<file path="src/rtl/mem_ctrl_pkg.sv">
// Shared types and constants for the byte-wide RAM port controller.
// MEM_IO_STALL_EN (see mem_ctrl.sv) uses IO_BASE to find the I/O region.
package mem_ctrl_pkg;

    localparam int unsigned ADDR_W = 32;
    localparam int unsigned DATA_W = 32;
    localparam int unsigned BYTE_W = 8;
    localparam int unsigned CNT_W  = 3;

    // Addresses at or above this belong to the memory-mapped I/O region
    localparam logic [ADDR_W-1:0] IO_BASE = 32'h0003_0000;

    // Access length codes as presented on mem_len_in
    localparam logic [2:0] LEN_B = 3'b000;
    localparam logic [2:0] LEN_H = 3'b001;
    localparam logic [2:0] LEN_W = 3'b011;

    // busy_out encodings
    localparam logic [1:0] BUSY_IDLE = 2'b00;
    localparam logic [1:0] BUSY_IF   = 2'b01;
    localparam logic [1:0] BUSY_MEM  = 2'b10;

    typedef enum logic [2:0] {
        ST_IDLE   = 3'd0,
        ST_IF_RD  = 3'd1,
        ST_MEM_RD = 3'd2,
        ST_MEM_WR = 3'd3,
        ST_GAP    = 3'd4
    } state_e;

    // Byte count for a length code; unknown codes behave as a word
    function automatic logic [CNT_W-1:0] len_bytes(input logic [2:0] len);
        case (len)
            LEN_B:   return CNT_W'(1);
            LEN_H:   return CNT_W'(2);
            default: return CNT_W'(4);
        endcase
    endfunction

endpackage

</file>
<file path="src/rtl/mem_ctrl.sv">
// Arbiter/sequencer for the shared byte-wide RAM port (IF fetch vs. mem stage).
// MEM accesses have priority and preempt an in-flight fetch.
// Optional feature: define MEM_IO_STALL_EN to hold I/O-region store bytes while io_full_in=1.
module mem_ctrl
    import mem_ctrl_pkg::*;
(
    input  logic              clk_in,
    input  logic              rst_in,
    input  logic              if_req_in,
    input  logic [ADDR_W-1:0] if_addr_in,
    output logic              if_done_out,
    output logic [DATA_W-1:0] if_inst_out,
    input  logic              read_req_in,
    input  logic              write_req_in,
    input  logic [ADDR_W-1:0] mem_addr_in,
    input  logic [DATA_W-1:0] mem_val_in,
    input  logic [2:0]        mem_len_in,
    output logic              mem_done_out,
    output logic [DATA_W-1:0] mem_val_read_out,
    output logic [1:0]        busy_out,
    input  logic [BYTE_W-1:0] ram_din_in,
    output logic [ADDR_W-1:0] ram_a_out,
    output logic              ram_wr_out,
    output logic [BYTE_W-1:0] ram_dout_out,
    input  logic              io_full_in
);

    state_e            state_q, state_d;
    logic [CNT_W-1:0]  cnt_q, cnt_d;
    logic [CNT_W-1:0]  n_q, n_d;
    logic [ADDR_W-1:0] addr_q, addr_d;
    logic [DATA_W-1:0] wdata_q, wdata_d;
    logic [DATA_W-1:0] asm_q, asm_d;
    logic [ADDR_W-1:0] ram_a_q, ram_a_d;
    logic              ram_wr_q, ram_wr_d;
    logic [BYTE_W-1:0] ram_dout_q, ram_dout_d;
    logic              if_done_q, if_done_d;
    logic [DATA_W-1:0] if_inst_q, if_inst_d;
    logic              mem_done_q, mem_done_d;
    logic [DATA_W-1:0] mem_val_q, mem_val_d;
    logic [1:0]        busy_q, busy_d;

    logic              mem_req_c;
    logic              accept_mem_c;
    logic              accept_if_c;
    logic              rd_step_c;
    logic              io_stall_c;
    logic [ADDR_W-1:0] byte_addr_c;
    logic [BYTE_W-1:0] wbyte_c;
    logic [DATA_W-1:0] asm_shift_c;
    logic [5:0]        pad_sh_c;
    logic [CNT_W-1:0]  n_last_c;

`ifdef MEM_IO_STALL_EN
    // An I/O-region store byte waits while the I/O write buffer is full
    assign io_stall_c = (byte_addr_c >= IO_BASE) && io_full_in;
`else
    logic unused_io_full;
    assign unused_io_full = io_full_in;
    assign io_stall_c     = 1'b0;
`endif

    // Next-state, byte sequencing, read assembly and registered-output values
    always_comb begin
        state_d      = state_q;
        cnt_d        = cnt_q;
        n_d          = n_q;
        addr_d       = addr_q;
        wdata_d      = wdata_q;
        asm_d        = asm_q;
        ram_a_d      = ram_a_q;
        ram_wr_d     = 1'b0;
        ram_dout_d   = '0;
        if_done_d    = 1'b0;
        if_inst_d    = if_inst_q;
        mem_done_d   = 1'b0;
        mem_val_d    = mem_val_q;
        accept_mem_c = 1'b0;
        accept_if_c  = 1'b0;
        rd_step_c    = 1'b0;

        mem_req_c   = read_req_in | write_req_in;
        byte_addr_c = addr_q + ADDR_W'(cnt_q);
        wbyte_c     = BYTE_W'(wdata_q >> {cnt_q, 3'b000});
        asm_shift_c = {ram_din_in, asm_q[DATA_W-1:BYTE_W]};
        pad_sh_c    = {CNT_W'(CNT_W'(4) - n_q), 3'b000};
        n_last_c    = n_q + CNT_W'(1);

        case (state_q)
            ST_IDLE: begin
                if (mem_req_c)      accept_mem_c = 1'b1;
                else if (if_req_in) accept_if_c  = 1'b1;
            end
            ST_IF_RD: begin
                if (mem_req_c)       accept_mem_c = 1'b1;
                else if (!if_req_in) state_d      = ST_IDLE;
                else                 rd_step_c    = 1'b1;
            end
            ST_MEM_RD: rd_step_c = 1'b1;
            ST_MEM_WR: begin
                if (cnt_q < n_q) begin
                    ram_a_d = byte_addr_c;
                    if (!io_stall_c) begin
                        ram_wr_d   = 1'b1;
                        ram_dout_d = wbyte_c;
                        cnt_d      = cnt_q + CNT_W'(1);
                    end
                end else begin
                    state_d    = ST_GAP;
                    mem_done_d = 1'b1;
                end
            end
            ST_GAP:  state_d = ST_IDLE;
            default: state_d = ST_IDLE;
        endcase

        // Reads: address byte k at count k, capture it two counts later
        if (rd_step_c) begin
            cnt_d = cnt_q + CNT_W'(1);
            if (cnt_q < n_q)         ram_a_d = byte_addr_c;
            if (cnt_q >= CNT_W'(2))  asm_d   = asm_shift_c;
            if (cnt_q == n_last_c) begin
                state_d = ST_GAP;
                if (state_q == ST_IF_RD) begin
                    if_done_d = 1'b1;
                    if_inst_d = asm_shift_c;
                end else begin
                    mem_done_d = 1'b1;
                    mem_val_d  = asm_shift_c >> pad_sh_c;
                end
            end
        end

        if (accept_mem_c) begin
            state_d = write_req_in ? ST_MEM_WR : ST_MEM_RD;
            cnt_d   = '0;
            n_d     = len_bytes(mem_len_in);
            addr_d  = mem_addr_in;
            wdata_d = mem_val_in;
            asm_d   = '0;
        end else if (accept_if_c) begin
            state_d = ST_IF_RD;
            cnt_d   = '0;
            n_d     = CNT_W'(4);
            addr_d  = if_addr_in;
            asm_d   = '0;
        end

        if ((state_d == ST_MEM_RD) || (state_d == ST_MEM_WR) || mem_done_d)
            busy_d = BUSY_MEM;
        else if ((state_d == ST_IF_RD) || if_done_d)
            busy_d = BUSY_IF;
        else
            busy_d = BUSY_IDLE;
    end

    // State and output registers with asynchronous reset
    always_ff @(posedge clk_in or posedge rst_in) begin
        if (rst_in) begin
            state_q    <= ST_IDLE;
            cnt_q      <= '0;
            n_q        <= '0;
            addr_q     <= '0;
            wdata_q    <= '0;
            asm_q      <= '0;
            ram_a_q    <= '0;
            ram_wr_q   <= 1'b0;
            ram_dout_q <= '0;
            if_done_q  <= 1'b0;
            if_inst_q  <= '0;
            mem_done_q <= 1'b0;
            mem_val_q  <= '0;
            busy_q     <= BUSY_IDLE;
        end else begin
            state_q    <= state_d;
            cnt_q      <= cnt_d;
            n_q        <= n_d;
            addr_q     <= addr_d;
            wdata_q    <= wdata_d;
            asm_q      <= asm_d;
            ram_a_q    <= ram_a_d;
            ram_wr_q   <= ram_wr_d;
            ram_dout_q <= ram_dout_d;
            if_done_q  <= if_done_d;
            if_inst_q  <= if_inst_d;
            mem_done_q <= mem_done_d;
            mem_val_q  <= mem_val_d;
            busy_q     <= busy_d;
        end
    end

    assign if_done_out      = if_done_q;
    assign if_inst_out      = if_inst_q;
    assign mem_done_out     = mem_done_q;
    assign mem_val_read_out = mem_val_q;
    assign busy_out         = busy_q;
    assign ram_a_out        = ram_a_q;
    assign ram_wr_out       = ram_wr_q;
    assign ram_dout_out     = ram_dout_q;

endmodule

</file>
<file path="config.mk">
export PLATFORM = sky130hd
export DESIGN_NAME = mem_ctrl
export DESIGN_NICKNAME = d
export VERILOG_FILES = /design/src/rtl/mem_ctrl_pkg.sv /design/src/rtl/mem_ctrl.sv
export SDC_FILE = /design/constraint.sdc
export NUM_CORES = 1
export LEC_CHECK = 0
export BUFFER_PORTS_ARGS = -buffer_cell sky130_fd_sc_hd__clkbuf_2
export CORE_AREA = 4 4 200 202
export CTS_CLUSTER_DIAMETER = 150
export DETAILED_ROUTE_END_ITERATION = 12
export DIE_AREA = 0 0 204 206
export PLACE_DENSITY_LB_ADDON = 0.3
export SETUP_SLACK_MARGIN = 0.5
export SYNTH_ARGS = -nofsm -noshare
export SYNTH_HDL_FRONTEND = slang
export SYNTH_SLANG_ARGS = --single-unit
</file>
<file path="constraint.sdc">
create_clock -name clk_in -period 18.65 [get_ports clk_in]
set_input_delay 2.7975 -clock clk_in [delete_from_list [all_inputs] [get_ports clk_in]]
set_output_delay 2.7975 -clock clk_in [all_outputs]
set_load 0.005 [all_outputs]
</file>
# Word level (Yosys, flattened, before mapping)
# Cells that the tools add are included.
[op_classes] n_bitwise=2 shifts=2 addsub=4 muxes=47 eq_ne=8 order_cmp=2 reduce_logical=16
[op_table] cell="$mux 32" n=10
[op_table] cell="$mux 3" n=14
[op_table] cell="$add 32x3->32" n=1
[op_table] cell="$shr 32x6->32" n=1
[op_table] cell="$shr 32x6->8" n=1
[op_table] cell="$mux 1" n=17
[op_table] cell="$mux 8" n=2
[op_table] cell="$eq 3x2->1 const B" n=4
[op_table] cell="$eq 3x1->1 const B" n=3
[op_table] cell="$pmux 3 s3" n=1
[op_table] cell="$reduce_bool 4->1" n=2
[op_table] cell="$add 3x1->3 const B" n=2
[op_table] cell="$logic_not 3->1" n=2
[op_table] cell="$pmux 3 s2" n=1
[op_table] cell="$reduce_and 3->1" n=2
[op_table] cell="$reduce_bool 3->1" n=2
[op_table] cell="$reduce_and 2->1" n=2
[op_table] cell="$reduce_or 2->1" n=2
[op_table] cell="$eq 3x3->1" n=1
[op_table] cell="$ge 3x2->1 const B" n=1
[op_table] cell="$logic_or 1x1->1" n=3
[op_table] cell="$lt 3x3->1" n=1
[op_table] cell="$sub 3x3->3 const A" n=1
[op_table] cell="$mux 2" n=1
[op_table] cell="4 further kinds" n=4
[totals] out_inout_bits=109 in_bits=113 elab_cells=95 regBits=214

# Depth between registers and ports, before layout
[depth] word_depth=11 depth_mapped=12 mapped_depth_nobuf=8

# Least setup slack after synthesis
# OpenSTA, ideal clock, no wires.
[synth_timing] kind="in2reg" startpoint="input read_req_in" endpoint="register asm_q[10]" setup_time_ps=132 path_stages=6 t_required_ps=18518 path_slack_ps=14392 n_path_buf=1 arrival_time_ps=4126 cell_sequence="nor2_1 a31oi_1 nor3_2 buf_2 mux2i_1 nor2_1"
[synth_between] elab_chain_cells=5 elab_cells_between_ends=11 classes_between="mux: 7; bitwise: 1; reduce/logical: 3"
[synth_rtl] item="from (decl)" line="mem_ctrl.sv:13" source="input logic read_req_in,"
[synth_rtl] item="$or 1x1->1 (*)" line="mem_ctrl.sv:82" source="mem_req_c = read_req_in | write_req_in;"
[synth_rtl] item="$mux 1 (on tied branches)" line="mem_ctrl.sv:91, mem_ctrl.sv:95"
[synth_rtl] item="$pmux 1 s2, or another cell as far along" line="mem_ctrl.sv:89" source="case (state_q)"
[synth_rtl] item="$reduce_bool 3->1 (no line) or $mux 32 (tied branches)"
[synth_rtl] item="$reduce_and 2->1 (no line) or $mux 32 (tied branches)"
[synth_rtl] item="to (signal assigned)" line="mem_ctrl.sv:180" source="asm_q <= asm_d;"
[synth_rtl] item="to (decl)" line="mem_ctrl.sv:33" source="logic [DATA_W-1:0] asm_q, asm_d;"
# Mark *: on every way between the ends. The rest lies on a longest branch, timed or not.
# A chain may end at the register's enable or synchronous reset.

# Worst setup path after layout
[layout_timing] startpoint="input read_req_in" endpoint="register if_inst_q[0] (netlist: if_inst_out[0])"
[layout_between] elab_chain_cells=4
[layout_rtl] item="$or 1x1->1" line="mem_ctrl.sv:82"
[layout_rtl] item="$mux 1"
[layout_rtl] item="$pmux 1 s2" line="mem_ctrl.sv:89"
[layout_rtl] item="$reduce_and 3->1 (no line)"
[layout_rtl] item="to (signal assigned)" line="mem_ctrl.sv:185" source="if_inst_q <= if_inst_d;"
[layout_rtl] item="to (decl)" line="mem_ctrl.sv:38" source="logic [DATA_W-1:0] if_inst_q, if_inst_d;"
# Every way passes these cells.

==> impl_metrics.env <==
export IMPL_synthCells=835
export IMPL_cts_tree="done"
export IMPL_setup_slack_ns=13.87
export IMPL_vias=6877
export IMPL_firstDrtPassIters=4
export IMPL_synth_compound_area_share_pct=9.26
export IMPL_grt_start_max_net_pins=93
export IMPL_synth_seq_area_share_pct=54.3
export IMPL_edff_count_synth=0
export IMPL_worst_path_class_setup="in -> reg"
export IMPL_pre_cts_slack_ns=13.37
export IMPL_synth_warnings=0
export IMPL_timing_critical_path_slowest_stage_cell="sky130_fd_sc_hd__nand3_2"
export IMPL_final_period_utilization_pct=25.6
export IMPL_worst_slew_pin_slew_ns=1.15
export IMPL_combinational_family_with_the_most_area_after_synthesis="multiplexers"
export IMPL_cp_required_ns=19.05
export IMPL_p_leak_nw=5.66
export IMPL_die_area_um2=42000
export IMPL_post_drt_wl_per_cell_um=16.5
export IMPL_setup_worst_path_start_class="primary input"
export IMPL_grt_pass1_wl_um=40400
export IMPL_post_cts_setup_buffer_count=0
export IMPL_cts_hold_buffers_added=0
export IMPL_period_needed_ns=4.78
export IMPL_maxClockFrequency_ghz=0.209
export IMPL_dp_hpwl_um=18000
export IMPL_finalMaxSlewViolations=0
export IMPL_antenna_left=0
export IMPL_grt_pass1_vias=6820
export IMPL_fp_coreArea_um2=38300
export IMPL_synth_xor_xnor_area_share_pct=3.20
export IMPL_share_of_flip_flops_with_an_asynchronous_set_or_reset_pct=100
export IMPL_clock_sinks=206
export IMPL_fin_tns_setup_ns=0
export IMPL_clock_h_tree_levels=1
export IMPL_insertedDiodeCount=0
export IMPL_synth_top_cells_by_area="sky130_fd_sc_hd__dfrtp_1 54%, sky130_fd_sc_hd__mux2i_1 7.7%, sky130_fd_sc_hd__mux2_2 7.6%"
export IMPL_yosysTopAreaCellShare_pct=54.3
export IMPL_design_portCount=222
export IMPL_synthToLayoutAreaGrowth_pct=25.5
export IMPL_cpPeakStageDelay_ns=0.84
export IMPL_yosys_area_share_adder_pct=1.53
export IMPL_synthMuxAreaShare_pct=17.2
export IMPL_synth_area_per_cell_um2=11.4
export IMPL_residual_drc_count=0
export IMPL_final_net_count=1163
export IMPL_synth_net_count=959
export IMPL_cts_root_buffer_cell="sky130_fd_sc_hd__clkbuf_16"
export IMPL_synth_simple_gate_area_share_pct=11.2
export IMPL_avgViaCountPerCell=4.37
export IMPL_layout_drive_gt1_share_pct=33.9
export IMPL_port_buffers=220
export IMPL_place_congestion=0.736
export IMPL_initial_utilization_pct=24.8
export IMPL_initialDrtViolationCount=247
export IMPL_placement_cell_area_um2=11100
export IMPL_crit_chain="clkbuf_2, nor2_1, a31oi_1, nor3_1, nand3_2, mux2_2"
export IMPL_synth_top_area_cell="sky130_fd_sc_hd__dfrtp_1"
export IMPL_worstSetupEndpointType="flop"
export IMPL_status="finished, final reports clean"
export IMPL_syn_cell_area_um2=9500
export IMPL_ys_dominant_reg_cell="sky130_fd_sc_hd__dfrtp_1"
export IMPL_post_route_cell_area_um2=11900
export IMPL_cts_resized=0
export IMPL_slew_headroom_pct=23.2
export IMPL_worst_ep_arrival_time_ns=5.17
export IMPL_setup_violations_final=0
export IMPL_number_of_antenna_violations_at_the_first_check_in_global_routing=1
export IMPL_combined_global_route_utilization_of_all_metal_layers_pct=12.1
export IMPL_min_path_type="reg -> reg"
export IMPL_std_cell_rows=72
export IMPL_vdd_ir_drop_max_v=0.0000663
export IMPL_grt_overflow=0
export IMPL_chipWidth_um=204
export IMPL_detail_route_wirelength_um=26000
export IMPL_worstPathMaxFanout=33
export IMPL_ys_types=46
export IMPL_skew_ns=0.0163
export IMPL_ys_seq_elements=206
export IMPL_die_height_um=206
export IMPL_rsz_0062_raised_after_global_routing="false"
export IMPL_clock_latency_ns=0.53
export IMPL_clk_transition_reported_paths_ns=0.05
export IMPL_hold_viol=0
export IMPL_max_cap_viol_count=0
export IMPL_cts_root_to_sink_buffers=3
export IMPL_cts_made_buffers=27
export IMPL_power_density_cell_area_nw_per_um2=176
## state kept, by name (all words and copies together) (netlist names), named ones only
| register | count |
|---|---|
| ram_dout_out | 8 |
| if_done_out | 1 |
| addr_q | 32 |
| wdata_q | 32 |
| if_inst_out | 32 |
| busy_out | 2 |
| asm_q | 24 |
| mem_done_out | 1 |
| cnt_q | 3 |
| state_q | 3 |
| ram_wr_out | 1 |
| mem_val_read_out | 32 |
| ram_a_out | 17 |
| n_q | 3 |
## cell usage after synthesis (all sizes together) (2+ instances only)
library cell    n
a211oi          9
and3            9
xnor2           6
a2111oi         8
nor3            8
buf            26
or3             6
nand4          14
nor2b          20
inv            11
nor4            2
o31ai          16
xor2           26
o21ai          46
nand2b          2
mux2           64
and2            2
nand3          12
mux2i          73
clkbuf         28
nand2          76
mux4            8
a21o            8
ha             10
nor2           79
a31oi           3
a21oi          48
dfrtp         206
## report_power, final
group | switching, mW | total [mW] | internal, mW
sequential | 0.152 | 0.794 | 0.642
combinational | 0.447 | 0.808 | 0.361
clock | 0.196 | 0.501 | 0.304
## per-stage QoR
step / std cells / hold WS (ns) / total power [mW] / utilization, %
finish: 1574 / 0.473 / 2.10 / 31.2
global route: 1574 / 0.485 / 2.27 / 31.2
global placement: 1528 / 0.462 / 1.62 / 28.9
detailed placement: 1528 / 0.464 / 1.63 / 28.9
CTS: 1574 / 0.477 / 2.15 / 31.2
floorplan: 835 / 0.470 / 1.33 / -
## final cells by class
class / instances / area (um^2)
repair buffers: 229 / 1170
fillers: 3956 / 26400
well taps: 518 / 648
clock buffers: 36 / 739
inverters: 11 / 48.8
multi-input cells: 564 / 4050
flip-flops and latches: 206 / 5150
clock inverters: 10 / 118
## placed cells by master, fill, tap and decap left out, types with 3 or more instances in the layout
cell,netlist,routed
sky130_fd_sc_hd__clkbuf_8,0,3
sky130_fd_sc_hd__nand2_1,76,76
sky130_fd_sc_hd__a2111oi_0,6,6
sky130_fd_sc_hd__nand3_1,11,11
sky130_fd_sc_hd__o21ai_1,3,3
sky130_fd_sc_hd__buf_4,1,9
sky130_fd_sc_hd__mux4_2,8,8
sky130_fd_sc_hd__clkbuf_16,0,27
sky130_fd_sc_hd__clkbuf_1,28,6
sky130_fd_sc_hd__o21ai_0,37,36
sky130_fd_sc_hd__clkbuf_2,0,220
sky130_fd_sc_hd__o21ai_2,6,6
sky130_fd_sc_hd__a21oi_1,48,48
sky130_fd_sc_hd__mux2i_1,73,73
sky130_fd_sc_hd__xnor2_1,6,6
sky130_fd_sc_hd__clkinvlp_4,0,4
sky130_fd_sc_hd__ha_1,10,10
sky130_fd_sc_hd__xor2_1,26,26
sky130_fd_sc_hd__and3_1,9,9
sky130_fd_sc_hd__nand4_1,14,14
sky130_fd_sc_hd__nor2_1,79,79
sky130_fd_sc_hd__o31ai_1,16,16
sky130_fd_sc_hd__inv_1,11,10
sky130_fd_sc_hd__or3_1,6,4
sky130_fd_sc_hd__mux2_2,64,64
sky130_fd_sc_hd__dfrtp_1,206,206
sky130_fd_sc_hd__a21o_1,8,8
sky130_fd_sc_hd__nor3_1,7,7
sky130_fd_sc_hd__nor2b_1,20,20
sky130_fd_sc_hd__a31oi_1,3,3
sky130_fd_sc_hd__a211oi_1,9,9
## path summary, 6_finish.rpt
kind                                startpoint  slack (ns)                   to  cells past startpoint
max                                read_req_in       13.87       if_inst_out[0]                      6
max in group asynchronous               rst_in       14.24          wdata_q[28]                      4
min reg2reg                mem_val_read_out[5]        0.47  mem_val_read_out[5]                      1
max reg2reg                           cnt_q[0]       15.05       if_inst_out[0]                      6
min                        mem_val_read_out[5]        0.47  mem_val_read_out[5]                      1
min in group asynchronous               rst_in        2.33          busy_out[0]                      2
## logic make-up (layout without fill, tap and decap cells)
kind of cell	after synthesis	in the layout
adders and majority gates	11	11
xor gates and xnor gates	33	33
and+or+nand+nor	234	234
buffers and inverters	65	286
DFF	206	206
muxes	145	145
AOI/OAI and AO/OA	141	141
## worst max-delay path, delay by kind of cell
family | cells | cell delay, ns
AOI/OAI and AO/OA | 1 | 0.27
and+or+nand+nor | 3 | 1.36
muxes | 1 | 0.60
buffers and inverters | 1 | 0.13
## metal layers
| layer | wire length (um) | track usage [%] | vias up |
|---|---|---|---|
| met2 | 12100 | 19.4 | 141 |
| met5 | 18 | 0 | - |
| li1 | - | - | 3339 |
| met4 | 563 | 2.73 | 2 |
| met3 | 1380 | 3.00 | 35 |
| met1 | 11900 | 16.5 | 3360 |
(Power assumes the default switching activity.)
